==> src/rtl/serial_divider_pkg.sv <==
// serial_divider_pkg: shared encodings for the radix-2 restoring divider.
// Contents: XLEN default, RISC-V M-extension divide opcodes, FSM state encoding,
//           and small opcode decode helpers used by the divider and its bench.
package serial_divider_pkg;

  // Default operand/result width (must be >= 4).
  localparam int XLEN_DEFAULT = 32;

  // Operation select, sampled together with start.
  typedef enum logic [1:0] {
    OP_DIV  = 2'b00,
    OP_DIVU = 2'b01,
    OP_REM  = 2'b10,
    OP_REMU = 2'b11
  } op_t;

  // Divider control states.
  typedef enum logic [1:0] {
    IDLE = 2'b00,
    CALC = 2'b01,
    FIX  = 2'b10
  } state_t;

  // Bit 0 clear means the operands are two's-complement signed.
  function automatic logic op_is_signed(op_t op);
    return ~op[0];
  endfunction

  // Bit 1 set selects the remainder instead of the quotient.
  function automatic logic op_is_rem(op_t op);
    return op[1];
  endfunction

endpackage

==> src/rtl/serial_divider_if.sv <==
// serial_divider_if: request/response bundle between the execute stage and the divider.
// master: execute stage (drives start/op/a/b, observes busy/done/result).
// slave : divider (samples start/op/a/b, drives busy/done/result).
interface serial_divider_if
  import serial_divider_pkg::*;
#(
  parameter int XLEN = XLEN_DEFAULT
) ();

  logic            start;   // request, honoured only while busy is low
  op_t             op;      // operation, sampled with start
  logic [XLEN-1:0] a;       // dividend, sampled with start
  logic [XLEN-1:0] b;       // divisor, sampled with start
  logic            busy;    // operation in progress
  logic            done;    // one-cycle pulse, result valid
  logic [XLEN-1:0] result;  // quotient or remainder, held until the next completion

  modport master (
    output start, op, a, b,
    input  busy, done, result
  );

  modport slave (
    input  start, op, a, b,
    output busy, done, result
  );

endinterface

==> src/rtl/serial_divider_ripple_subtractor.sv <==
// ripple_subtractor: combinational W-bit x - y computed as x + ~y + 1 on a
// chain of full-adder cells. Ports: x, y (operands), diff (x - y mod 2^W),
// borrow (high when x < y unsigned, i.e. the final carry is clear).

// full_adder: single-bit sum/carry cell. Ports: a, b, ci in; s, co out.
module full_adder (
  input  logic a,
  input  logic b,
  input  logic ci,
  output logic s,
  output logic co
);

  assign s  = a ^ b ^ ci;
  assign co = (a & b) | (ci & (a ^ b));

endmodule

module ripple_subtractor #(
  parameter int W = 33
) (
  input  logic [W-1:0] x,
  input  logic [W-1:0] y,
  output logic [W-1:0] diff,
  output logic         borrow
);

  logic [W:0]   carry;
  logic [W-1:0] y_inv;

  assign y_inv    = ~y;
  // Carry-in of 1 completes the two's complement of y.
  assign carry[0] = 1'b1;

  for (genvar i = 0; i < W; i++) begin : g_bit
    full_adder u_fa (
      .a  (x[i]),
      .b  (y_inv[i]),
      .ci (carry[i]),
      .s  (diff[i]),
      .co (carry[i+1])
    );
  end

  // No carry out of the top bit means the subtraction wrapped.
  assign borrow = ~carry[W];

endmodule

==> src/rtl/serial_divider.sv <==
// serial_divider: multi-cycle radix-2 restoring divider for DIV/DIVU/REM/REMU.
// Ports: clk, rst_n (async active-low), bus (serial_divider_if.slave: start/op/a/b
//        in, busy/done/result out). Fixed latency XLEN+1 cycles from start to done.
module serial_divider
  import serial_divider_pkg::*;
#(
  parameter int XLEN = XLEN_DEFAULT
) (
  input  logic            clk,
  input  logic            rst_n,
  serial_divider_if.slave bus
);

  localparam int CW = $clog2(XLEN);
  localparam logic [CW-1:0] CNT_LAST = CW'(XLEN - 1);
  localparam logic [XLEN:0] ZERO_EXT = '0;

  // ---------------------------------------------------------------- state
  state_t          state_q, state_d;
  logic [CW-1:0]   cnt_q;
  logic [XLEN:0]   rem_q;     // partial remainder, one bit wider than the divisor
  logic [XLEN-1:0] quo_q;     // dividend shifting out / quotient shifting in
  logic [XLEN-1:0] dvs_q;     // |divisor|
  logic [XLEN-1:0] result_q;
  op_t             op_q;
  logic            a_neg_q;   // dividend was negative and the op is signed
  logic            b_neg_q;   // divisor was negative and the op is signed
  logic            done_q;

  logic capture, iterate, finish;

  // ---------------------------------------------------------------- FSM
  always_ff @(posedge clk or negedge rst_n) begin
    if (!rst_n) begin
      state_q <= IDLE;
    end else begin
      state_q <= state_d;
    end
  end

  always_comb begin
    state_d = state_q;
    capture = 1'b0;
    iterate = 1'b0;
    finish  = 1'b0;
    unique case (state_q)
      IDLE: begin
        if (bus.start) begin
          capture = 1'b1;
          state_d = CALC;
        end
      end
      CALC: begin
        iterate = 1'b1;
        if (cnt_q == '0) begin
          state_d = FIX;
        end
      end
      FIX: begin
        finish  = 1'b1;
        state_d = IDLE;
      end
      default: state_d = IDLE;
    endcase
  end

  assign bus.busy   = (state_q != IDLE);
  assign bus.done   = done_q;
  assign bus.result = result_q;

  // ---------------------------------------------------------------- datapath
  logic [XLEN:0] rem_shift;
  logic [XLEN:0] step_x, step_y, step_diff;
  logic          step_borrow;
  logic [XLEN:0] neg_y, neg_diff;
  logic          neg_borrow;
  logic          a_neg_in, b_neg_in;

  assign rem_shift = {rem_q[XLEN-1:0], quo_q[XLEN-1]};
  assign a_neg_in  = op_is_signed(bus.op) & bus.a[XLEN-1];
  assign b_neg_in  = op_is_signed(bus.op) & bus.b[XLEN-1];

  // The step subtractor is idle in IDLE, so it doubles as the negator that
  // forms |b| at capture; otherwise it compares the shifted remainder with
  // the divisor.
  always_comb begin
    step_x = rem_shift;
    step_y = {1'b0, dvs_q};
    if (state_q == IDLE) begin
      step_x = ZERO_EXT;
      step_y = {bus.b[XLEN-1], bus.b};
    end
  end

  // Second subtractor negates: |a| at capture, the selected raw result in FIX.
  always_comb begin
    neg_y = {1'b0, quo_q};
    if (state_q == IDLE) begin
      neg_y = {bus.a[XLEN-1], bus.a};
    end else if (op_is_rem(op_q)) begin
      neg_y = {1'b0, rem_q[XLEN-1:0]};
    end
  end

  ripple_subtractor #(.W(XLEN + 1)) u_step (
    .x      (step_x),
    .y      (step_y),
    .diff   (step_diff),
    .borrow (step_borrow)
  );

  ripple_subtractor #(.W(XLEN + 1)) u_neg (
    .x      (ZERO_EXT),
    .y      (neg_y),
    .diff   (neg_diff),
    .borrow (neg_borrow)
  );

  // Final correction.
  // Divide-by-zero: the restoring loop yields an all-ones quotient and a
  // remainder of |a|; re-applying a's sign to that remainder gives back a as
  // captured, so only the quotient needs an explicit override here.
  // Signed overflow (-2^(XLEN-1) / -1): |a| = 2^(XLEN-1), quotient negates
  // back to itself and the remainder is zero, so no special path is needed.
  logic            signed_op;
  logic [XLEN-1:0] quo_fix, rem_fix, res_fix;

  always_comb begin
    signed_op = op_is_signed(op_q);
    quo_fix   = quo_q;
    rem_fix   = rem_q[XLEN-1:0];
    if (dvs_q == '0) begin
      quo_fix = '1;
    end else if (signed_op && (a_neg_q ^ b_neg_q)) begin
      quo_fix = neg_diff[XLEN-1:0];
    end
    if (signed_op && a_neg_q) begin
      rem_fix = neg_diff[XLEN-1:0];
    end
    res_fix = op_is_rem(op_q) ? rem_fix : quo_fix;
  end

  always_ff @(posedge clk or negedge rst_n) begin
    if (!rst_n) begin
      cnt_q    <= '0;
      rem_q    <= '0;
      quo_q    <= '0;
      dvs_q    <= '0;
      result_q <= '0;
      op_q     <= OP_DIV;
      a_neg_q  <= 1'b0;
      b_neg_q  <= 1'b0;
      done_q   <= 1'b0;
    end else begin
      done_q <= finish;
      if (capture) begin
        rem_q   <= '0;
        quo_q   <= a_neg_in ? neg_diff[XLEN-1:0] : bus.a;
        dvs_q   <= b_neg_in ? step_diff[XLEN-1:0] : bus.b;
        op_q    <= bus.op;
        a_neg_q <= a_neg_in;
        b_neg_q <= b_neg_in;
        cnt_q   <= CNT_LAST;
      end else if (iterate) begin
        // Restore on borrow: keep the shifted remainder and record a 0.
        if (!step_borrow) begin
          rem_q <= step_diff;
          quo_q <= {quo_q[XLEN-2:0], 1'b1};
        end else begin
          rem_q <= rem_shift;
          quo_q <= {quo_q[XLEN-2:0], 1'b0};
        end
        cnt_q <= cnt_q - CW'(1);
      end else if (finish) begin
        result_q <= res_fix;
      end
    end
  end

  // The negator's borrow and top bit, and the remainder's guard bit after the
  // last step, carry no information the design needs.
  logic unused_bits;
  assign unused_bits = &{1'b0, neg_borrow, neg_diff[XLEN], rem_q[XLEN]};

endmodule

==> src/flat_wrapper.sv <==
// flat-port wrapper written by rule: the top's interface ports become plain ports
module serial_divider_flat import serial_divider_pkg::*;
#(
  parameter int XLEN = XLEN_DEFAULT
)
  (clk, rst_n, bus_start, bus_op, bus_a, bus_b, bus_busy, bus_done, bus_result);
  serial_divider_if #(.XLEN(XLEN)) bus_i ();
  input  logic clk;
  input  logic rst_n;
  input wire logic [$bits(bus_i.start)-1:0] bus_start;
  input wire logic [$bits(bus_i.op)-1:0] bus_op;
  input wire logic [$bits(bus_i.a)-1:0] bus_a;
  input wire logic [$bits(bus_i.b)-1:0] bus_b;
  output wire logic [$bits(bus_i.busy)-1:0] bus_busy;
  output wire logic [$bits(bus_i.done)-1:0] bus_done;
  output wire logic [$bits(bus_i.result)-1:0] bus_result;
  assign bus_i.start = bus_start;
  assign bus_i.op = bus_op;
  assign bus_i.a = bus_a;
  assign bus_i.b = bus_b;
  assign bus_busy = bus_i.busy;
  assign bus_done = bus_i.done;
  assign bus_result = bus_i.result;
  serial_divider #(.XLEN(XLEN)) u_core (.clk(clk), .rst_n(rst_n), .bus(bus_i));
endmodule
==> config.mk <==
export PLATFORM = sky130hd
export DESIGN_NAME = serial_divider_flat
export DESIGN_NICKNAME = d
export VERILOG_FILES = /design/src/rtl/serial_divider_pkg.sv /design/src/rtl/serial_divider_if.sv /design/src/rtl/serial_divider_ripple_subtractor.sv /design/src/rtl/serial_divider.sv /design/src/flat_wrapper.sv
export SDC_FILE = /design/constraint.sdc
export NUM_CORES = 1
export LEC_CHECK = 0
export CORE_MARGIN = 4
export CORE_UTILIZATION = 45
export CTS_CLUSTER_DIAMETER = 200
export DETAILED_ROUTE_END_ITERATION = 16
export PLACE_DENSITY = 0.66
export SKIP_LAST_GASP = 1
export SLEW_MARGIN = 0
export SYNTH_ARGS = -nofsm -noshare
export SYNTH_HDL_FRONTEND = slang
export SYNTH_HIERARCHICAL = 1
export SYNTH_SLANG_ARGS = --single-unit
export TNS_END_PERCENT = 50
==> constraint.sdc <==
create_clock -name clk -period 16.65 [get_ports clk]
set_clock_uncertainty 0.2 [all_clocks]
set_input_delay 4.995 -clock clk [delete_from_list [all_inputs] [get_ports clk]]
set_output_delay 4.995 -clock clk [all_outputs]
set_load 0.1 [all_outputs]
==> results.md, run 1 <==
* Status: finished with violations
* Failing checks: setup timing
* Max-slew headroom at 0.261
* Slowest library cell on the worst path: fa_2
* Worst reg2reg setup slack at 2.79 ns
* Max-slew violations at 0
* RePlAce Congestion at 0.810
* DRC at 0
* Initial antenna violation count at 0
* Final ANT Viol Nets at 0
* Final core utilization at 0.551
* RSZ-0062 raised after global routing: true
* Final hold vios at 0
* Worst hold slack at 0.278 ns
* DPL Wire Length at 18.3 mm
* Critical setup path kind: in2reg
* Routed vias/inst at 5.58
* Slew of the pin with the lowest slew margin at 1.11 ns
* Post-route setup slack at -0.737 ns
* Final period utilization at 1.04
* Tot Pwr at about 2.7 mW
* Worst Setup End Kind: flop
* Worst-Skew Late Latency at approximately 0.42 ns
* DP Worst Slack at -1.72 ns
* # IOs at 103
* Tot GR Track Use at 0.228
* CTS HTree Levels at 4
* Vias at 8402
* Most used cell, CP: fa_2
* GRT Residual Overflow at 0
* Average cell area after synthesis at 9.30 µm²
* Clk sinks at 140
* Worst VDD drop at 0.0000900 V
* Area delta synth->final at 20.0%
* FF-to-FF path depth at 43
* WL final at 28.6 mm
* CP bufs+invs at 5
* Stages on the worst setup path at 42
* Worst Hold Class: reg2reg
* TritonCTS Buffers at 17
* Startpoint types: primary input
* Std cell rows at 55
* Global-route wire length before repair at between 40 and 50 mm
* Initial Util at 0.459
* Die ar. at 0.0257 mm²
* DR WL/cell at 19.0 µm
* Final Cell Area at 0.0125 mm²
* Via count of the first global-routing pass at 8559
* Syn. warnings at 6
* Clk slew on worst S/H paths at 0.06 ns
* Fin Setup TNS at -22.94 ns
* MaxCap Viol Count at 0
* Reg2reg end: u_core/quo_q[0]$_DFFE_PN0P_
* Share of cells above drive strength 1 at 0.184
* Syn Inst Count at approximately 1100
* Leak at 5.30 nW
* CP top delay family: adder cells
* CP Launch Point: bus_b[0]
* CTS tree: yes
* Crit path max fanout at 5
* Post-DP Area at about 0.012 mm²
* Met1 Use GR at 0.329
* Met2 GRT Util at 0.350
* Achievable Freq at 0.0575 GHz
* # fillers at 2016
* Number of DRC markers in iteration 0 at 653
* Die Span Y at 160 µm
* Setup violators final at 38
* N_diodes at 0
* Crit path time final at about 17 ns
* Critical Path End: u_core/quo_q[0]$_DFFE_PN0P_
* Worst path max stage delay at between 0.3 and 0.4 ns
* Pin count of the biggest net entering global routing at between 100 and 150
* Clock Root Buffer: clkbuf_16
* Met3 Use GR at 0.0439
* PwrDens at about 210 mW/mm²
* Clock Tree Buf Depth at 2
* Critical R2R Launch: u_core/state_q[0]$_DFFE_PN0P_
* Number of port buffers at 102
* Mapped Area at 0.0104 mm²
* Crit path DAT at roughly 17 ns
* Area of the core at 0.0227 mm²
* Layout Cells excl Fill at around 1500
* Cells after DPL at 1469
* Die W at about 160 µm
* Pre-antenna DRT Iters at 5
* Layout Nets at about 1300
* Most crowded layer after global routing: met2
* Crit path required time at between 15 and 20 ns
[sequential cells by signal, indices dropped and copies added (netlist names)]
| name | cells |
|---|---|
| u_core/dvs_q | 32 |
| u_core/op_q | 2 |
| u_core/cnt_q | 5 |
| u_core/state_q | 2 |
| u_core/quo_q | 32 |
| u_core/bus.done | 1 |
| u_core/a_neg_q | 1 |
| u_core/bus.result | 32 |
| u_core/rem_q | 32 |
| u_core/b_neg_q | 1 |
[where the power goes]
part	switching (mW)	internal (mW)	total, mW
Sequential	0.175	0.486	0.661
Clock	0.156	0.235	0.392
Combinational	0.836	0.792	1.63
Total	1.17	1.51	2.68
[cell type report]
class	instances	area, µm²	area share
Multi-Input combinational cell	854	6520	0.522
Inverter	70	268	0.0214
Timing Repair Buffer	124	1250	0.100
Clock buffer	17	425	0.0340
Sequential cell	140	3500	0.280
Tap cell	285	357	0.0285
Clock inverter	15	174	0.0139
[worst min-delay path by stage]
stage / slack [ns] / endpoint / startpoint / cells past startpoint
final: 0.28 / u_core/state_q[1]$_DFFE_PN0P_ / u_core/cnt_q[4]$_DFFE_PN0P_ / 1
after global placement: 0.26 / u_core/state_q[1]$_DFFE_PN0P_ / u_core/cnt_q[4]$_DFFE_PN0P_ / 1
after detailed placement: 0.27 / u_core/state_q[1]$_DFFE_PN0P_ / u_core/cnt_q[4]$_DFFE_PN0P_ / 1
after global routing: 0.30 / u_core/state_q[1]$_DFFE_PN0P_ / u_core/cnt_q[4]$_DFFE_PN0P_ / 1
after CTS: 0.28 / u_core/state_q[1]$_DFFE_PN0P_ / u_core/cnt_q[4]$_DFFE_PN0P_ / 1
after floorplan: 0.24 / u_core/state_q[1]$_DFFE_PN0P_ / u_core/cnt_q[4]$_DFFE_PN0P_ / 1
[cells in the final DEF, fill, tap and decap left out, types with 33 or more instances in the layout]
cell	count
conb_1	34
a31oi_1	33
inv_1	67
mux2_2	47
mux2i_1	95
nand3_1	33
nand2_1	260
and2_1	36
dfrtp_1	139
clkdlybuf4s50_1	98
o21ai_0	78
fa_2	63
[layer usage]
layer	up-vias	share of wire	routed length, µm
met4	0	0.017	481
li1	3949	-	-
met1	4127	0.47	13600
met5	-	0	0
met2	286	0.45	13000
met3	40	0.057	1650
[repair_timing]
item | CTS | global route
buffers inserted | 3 | 0
gates cloned | 2 | 0
pin swaps | 1 | 2
gates resized for setup | 27 | 3
hold buffers | 0 | 0
endpoints found under the setup margin | 43 | 40
No activity file was read; power rests on OpenSTA's default activity.
==> run 2, diff against run 1 <==
--- a/config.mk
+++ b/config.mk
@@ -10,7 +10,6 @@
 export CTS_CLUSTER_DIAMETER = 200
 export DETAILED_ROUTE_END_ITERATION = 16
 export PLACE_DENSITY = 0.66
-export SKIP_LAST_GASP = 1
 export SLEW_MARGIN = 0
 export SYNTH_ARGS = -nofsm -noshare
 export SYNTH_HDL_FRONTEND = slang
==> run 2 against run 1 <==
  * The run still ends with setup timing left
  * Largest power group unchanged
  * Cell count is the same
  * Critical endpoint unchanged
  * Combinational power about the same
  * Clock power hardly changed
  * Global-route usage hardly changed
==> results.md, run 2 (synthesized netlist as in run 1, its figures left out) <==
* Status: finished with violations
* Failing checks: setup timing
* Initial antenna violation count at 0
* Reg2reg end: u_core/quo_q[0]$_DFFE_PN0P_
* RSZ-0062 raised after global routing: true
* Vias at 8441
* Area delta synth->final at 20.3%
* Via count of the first global-routing pass at 8576
* Crit path time final at 17.39 ns
* Die ar. at 0.0257 mm²
* RePlAce Congestion at 0.810
* Worst path max stage delay at approximately 0.37 ns
* # IOs at a little over 100
* Startpoint types: primary input
* DPL Wire Length at 18.3 mm
* GRT Residual Overflow at 0
* Clk slew on worst S/H paths at 0.06 ns
* Most used cell, CP: fa_2
* Clock Root Buffer: clkbuf_16
* Layout Nets at 1342
* Critical R2R Launch: u_core/state_q[0]$_DFFE_PN0P_
* Post-DP Area at 0.0118 mm²
* Share of cells above drive strength 1 at 0.189
* Clk sinks at 140
* Clock Tree Buf Depth at 2
* Max-slew violations at 0
* Die W at 160 µm
* MaxCap Viol Count at 0
* Crit path DAT at about 17 ns
* Die Span Y at 160 µm
* Worst hold stages at 1
* Crit path required time at between 15 and 20 ns
* DRC at 0
* Final Cell Area at 0.0125 mm²
* Routed vias/inst at 5.61
* Final core utilization at 0.552
* Tot GR Track Use at 0.228
* Worst Hold Class: reg2reg
* Setup violators final at 36
* DR WL/cell at 19.1 µm
* Hold path endpoint: u_core/state_q[1]$_DFFE_PN0P_
* Global-route wire length before repair at 47.1 mm
* Worst-Skew Late Latency at 0.42 ns
* Final ANT Viol Nets at 0
* TritonCTS Buffers at 17
* CTS tree: yes
* HP Start: u_core/cnt_q[4]$_DFFE_PN0P_
* Most frequent cells in the layout: nand2_1 (259), dfrtp_1 (139), clkdlybuf4s50_1 (97)
* N_diodes at 0
* Pre-antenna DRT Iters at 5
* Pin count of the biggest net entering global routing at 113
* CTS HTree Levels at 4
* Initial Util at 0.459
* FF-to-FF path depth at 43
* Max-slew headroom at 0.257
* Fin Setup TNS at -22.43 ns
* WL final at approximately 29 mm
* Number of DRC markers in iteration 0 at 708
* Slew of the pin with the lowest slew margin at 1.11 ns
* Final period utilization at 1.04
* Worst VDD drop at 0.0000906 V
* PwrDens at 215 mW/mm²
* Number of port buffers at 102
* Final hold vios at 0
* Area of the core at 0.0227 mm²
* Leak at 5.31 nW
* CP top delay family: adder cells
* Worst reg2reg setup slack at about 2.8 ns
* Post-route setup slack at -0.742 ns
* Worst Setup End Kind: flop
* Std cell rows at 55
* Slowest library cell on the worst path: fa_2
* CP bufs+invs at 5
* Critical setup path kind: in2reg
* Achievable Freq at about 0.057 GHz
* Crit path max fanout at 5
* Most common cell after layout, fill and taps aside: nand2_1
run 2: changes by cell type in the layout (fill, tap and decap cells not counted), moves of 2 or more:
cell and delta:
mux2i_1 -2, mux2i_2 +2, o21ai_0 -4, o21ai_1 +2, o21ai_2 +2
run 2: what timing repair did:
| action | 4_1_cts | 5_1_grt |
|---|---|---|
| hold buffers | 0 | 0 |
| gates resized for setup | 39 | 7 |
| pin swaps | 1 | 2 |
| endpoints found under the setup margin | 43 | 38 |
| buffers inserted | 3 | 0 |
| cloned | 2 | 0 |
run 2: metal layers:
metal / up-vias / track usage / part of all wire / routed length, µm
met2: 277 / 0.351 / 0.46 / 13100
met3: 39 / 0.0439 / 0.057 / 1640
met1: 4176 / 0.329 / 0.47 / 13500
li1: 3949 / - / - / -
met5: - / 0 / 0 / 0
met4: 0 / 0.0673 / 0.017 / 482
run 2: area by class of cell:
class                           instances  area, µm²
Inverter                               70        268
Timing Repair Buffer                  124       1260
Sequential cell                       140       3500
Clock buffer                           17        425
Clock inverter                         15        174
Tap cell                              285        357
Fill cell                            2013      10200
Multi-Input combinational cell        854       6550
run 2: report_power, final:
group | leakage (nW) | internal, mW | total (mW) | switching (mW)
clock | 0.293 | 0.235 | 0.392 | 0.157
sequential | 1.67 | 0.486 | 0.663 | 0.177
combinational | 3.35 | 0.801 | 1.64 | 0.842
run 2: worst max-delay path by stage:
| stage | from | endpoint | cells after the start |
|---|---|---|---|
| after CTS | bus_b[0] | u_core/quo_q[0]$_DFFE_PN0P_ | 42 |
| after floorplan | bus_a[0] | u_core/bus.result[31]$_DFFE_PN0P_ | 38 |
| final | bus_b[0] | u_core/quo_q[0]$_DFFE_PN0P_ | 42 |
| after global routing | bus_b[0] | u_core/quo_q[0]$_DFFE_PN0P_ | 42 |
| after detailed placement | bus_a[0] | u_core/bus.result[31]$_DFFE_PN0P_ | 39 |
| after global placement | bus_a[0] | u_core/bus.result[31]$_DFFE_PN0P_ | 39 |
run 2: metrics by stage:
step | worst slack, ns | power (mW) | std cells | hold WS [ns]
floorplan | -0.651 | 1.81 | 1151 | 0.245
global placement | -1.56 | 2.18 | 1469 | 0.264
detailed placement | -1.72 | 2.22 | 1469 | 0.269
CTS | -0.755 | 2.70 | 1506 | 0.278
global route | -0.923 | 2.95 | 1505 | 0.300
finish | -0.742 | 2.70 | 1505 | 0.279
==> run 3, diff against run 2 <==
--- a/config.mk
+++ b/config.mk
@@ -9,6 +9,7 @@
 export CORE_UTILIZATION = 45
 export CTS_CLUSTER_DIAMETER = 200
 export DETAILED_ROUTE_END_ITERATION = 16
+export GPL_TIMING_DRIVEN = 0
 export PLACE_DENSITY = 0.66
 export SLEW_MARGIN = 0
 export SYNTH_ARGS = -nofsm -noshare
==> run 3 against run 2 <==
  * The flow still finishes with violations (setup timing)
  * Die area stayed put
  * Power is 1.2% higher
  * Sequential power hardly changed
  * Non-clock buffer count is 70 higher
  * Critical endpoint is now u_core/rem_q[27]$_DFFE_PN0P_
==> results.md, run 3 (synthesized netlist as in run 1, its figures left out) <==
* Most common cell after layout, fill and taps aside: nand2_1
* Max-slew violations at 0
* Number of DRC markers in iteration 0 at 682
* Die ar. at 0.0257 mm²
* # fillers at about 2000
* Clock Tree Buf Depth at 2
* Final period utilization at 1.05
* Initial antenna violation count at 0
* Max-slew headroom at 0.339
* Clk sinks at 140
* MaxCap Viol Count at 0
* N_diodes at 0
* # IOs at 103
* CTS HTree Levels at 4
* Worst-Skew Late Latency at ~0.42 ns
* Global-route wire length before repair at 50.9 mm
* Final ANT Viol Nets at 0
* Achievable Freq at 0.0572 GHz
* Worst path max stage delay at 0.38 ns
* Pin count of the biggest net entering global routing at 79
* Std cell rows at 55
* HP Start: u_core/cnt_q[4]$_DFFE_PN0P_
* Initial Util at 0.459
* FF-to-FF path depth at 43
* Slowest library cell on the worst path: fa_2
* Routed vias/inst at 5.56
* Status: finished with violations
* WL final at 31.4 mm
* CTS tree: yes
* Layout Nets at 1412
* Die W at 160 µm
* RePlAce Congestion at 0.915
* Worst reg2reg setup slack at 2.53 ns
* Setup violators final at 37
* Register area at 0.00350 mm²
* Post-DP Area at ~0.012 mm²
* Worst Hold Class: reg2reg
* Area of the multi-input gates at 0.00652 mm²
* Failing checks: setup timing
* Worst Setup End Kind: flop
* DPL Wire Length at 22.7 mm
* Most frequent cells in the layout: nand2_1 (260), dfrtp_1 (140), clkdlybuf4s50_1 (97)
* Clock Root Buffer: clkbuf_16
* Leak at 5.49 nW
* Share of cells above drive strength 1 at 0.198
* RSZ-0062 raised after global routing: true
* Crit path required time at 16.73 ns
* Area delta synth->final at 23.6%
* TritonCTS Buffers at 17
* Worst VDD drop at between 0.0001 and 0.00015 V
* Slew of the pin with the lowest slew margin at between 0.9 and 1 ns
* Via count of the first global-routing pass at 9197
* Post-route setup slack at -0.846 ns
* Final hold vios at 0
* GRT Residual Overflow at 0
* Tot Pwr at approximately 2.7 mW
* Startpoint types: primary input
* Die Span Y at ~160 µm
* Crit path time final at 17.50 ns
* Crit path max fanout at 6
* Crit path DAT at 17.58 ns
* Tot GR Track Use at 0.252
* Final Cell Area at 0.0129 mm²
* Pre-antenna DRT Iters at 5
* PwrDens at ~210 mW/mm²
* Vias at between 8000 and 9000
* Number of port buffers at between 100 and 150
* Worst hold stages at 1
* Critical R2R Launch: u_core/state_q[0]$_DFFE_PN0P_
* Clk slew on worst S/H paths at around 0.060 ns
* Reg2reg end: u_core/rem_q[27]$_DFFE_PN0P_
* DRC at 0
* Area of the core at 0.0227 mm²
* Most used cell, CP: fa_2
* Hold buffer count at cts at 0
* Hold path endpoint: u_core/state_q[1]$_DFFE_PN0P_
* Critical setup path kind: in2reg
* DR WL/cell at 19.9 µm
-- run 3: cell types whose count changed in the layout (fill, tap and decap cells not counted), sizes merged --
cell      before  now
clkbuf        17   58
clkinvlp       2    1
clkinv        10    2
buf           25   63
-- run 3: routing by layer --
| metal | track usage | vias to the layer above | routed length, µm |
|---|---|---|---|
| met5 | 0 | - | 0 |
| met4 | 0.0641 | 0 | 507 |
| met3 | 0.0601 | 32 | 2460 |
| met2 | 0.404 | 325 | 14800 |
| met1 | 0.345 | 4318 | 13700 |
| li1 | - | 4086 | - |
-- run 3: worst max-delay path: cells and delay by family --
kind	cells	cell delay [ns]
AO/OA/AOI/OAI	1	0.07
multiplexers	2	0.36
adder cells (fa/ha/maj)	33	11.65
buffers and inverters	5	0.49
-- run 3: worst max-delay path by stage --
stage          startpoint                                end  depth (start not counted)
2_1_floorplan    bus_a[0]  u_core/bus.result[31]$_DFFE_PN0P_                         38
3_3_place_gp     bus_a[0]  u_core/bus.result[31]$_DFFE_PN0P_                         39
3_5_place_dp     bus_a[0]  u_core/bus.result[31]$_DFFE_PN0P_                         39
4_1_cts          bus_b[0]       u_core/rem_q[27]$_DFFE_PN0P_                         41
5_1_grt          bus_b[0]       u_core/rem_q[21]$_DFFE_PN0P_                         41
6_report         bus_b[0]       u_core/rem_q[27]$_DFFE_PN0P_                         41
-- run 3: per-stage QoR --
step / setup TNS [ns] / setup WS, ns / hold WS (ns) / cells / util
after detailed placement: -67.27 / -1.78 / 0.273 / 1539 / 0.534
final: -27.82 / -0.846 / 0.286 / 1575 / 0.567
after global placement: -65.41 / -1.76 / 0.262 / 1538 / 0.532
after CTS: -25.55 / -0.774 / 0.283 / 1575 / 0.566
after global routing: -36.10 / -1.08 / 0.316 / 1575 / 0.567
after floorplan: -22.38 / -0.651 / 0.245 / 1151 / -
-- run 3: report_power, final --
group	total, mW	internal, mW	switching (mW)
logic	1.67	0.810	0.855
registers	0.665	0.486	0.179
clock network	0.400	0.252	0.148
-- run 3: area by class of cell --
type,instances,area share
multi-input cells,854,0.506
flip-flops and latches,140,0.272
repair buffers,107,0.0860
plain buffers,87,0.0408
clock buffers,26,0.0388
well taps,285,0.0277
inverters,70,0.0204
clock inverters,6,0.00835
-- run 3: timing repair --
item	CTS	global route
buffers inserted	3	0
pin swaps	2	1
setup endpoints to repair	43	39
gates cloned	1	0
resized for setup	47	10
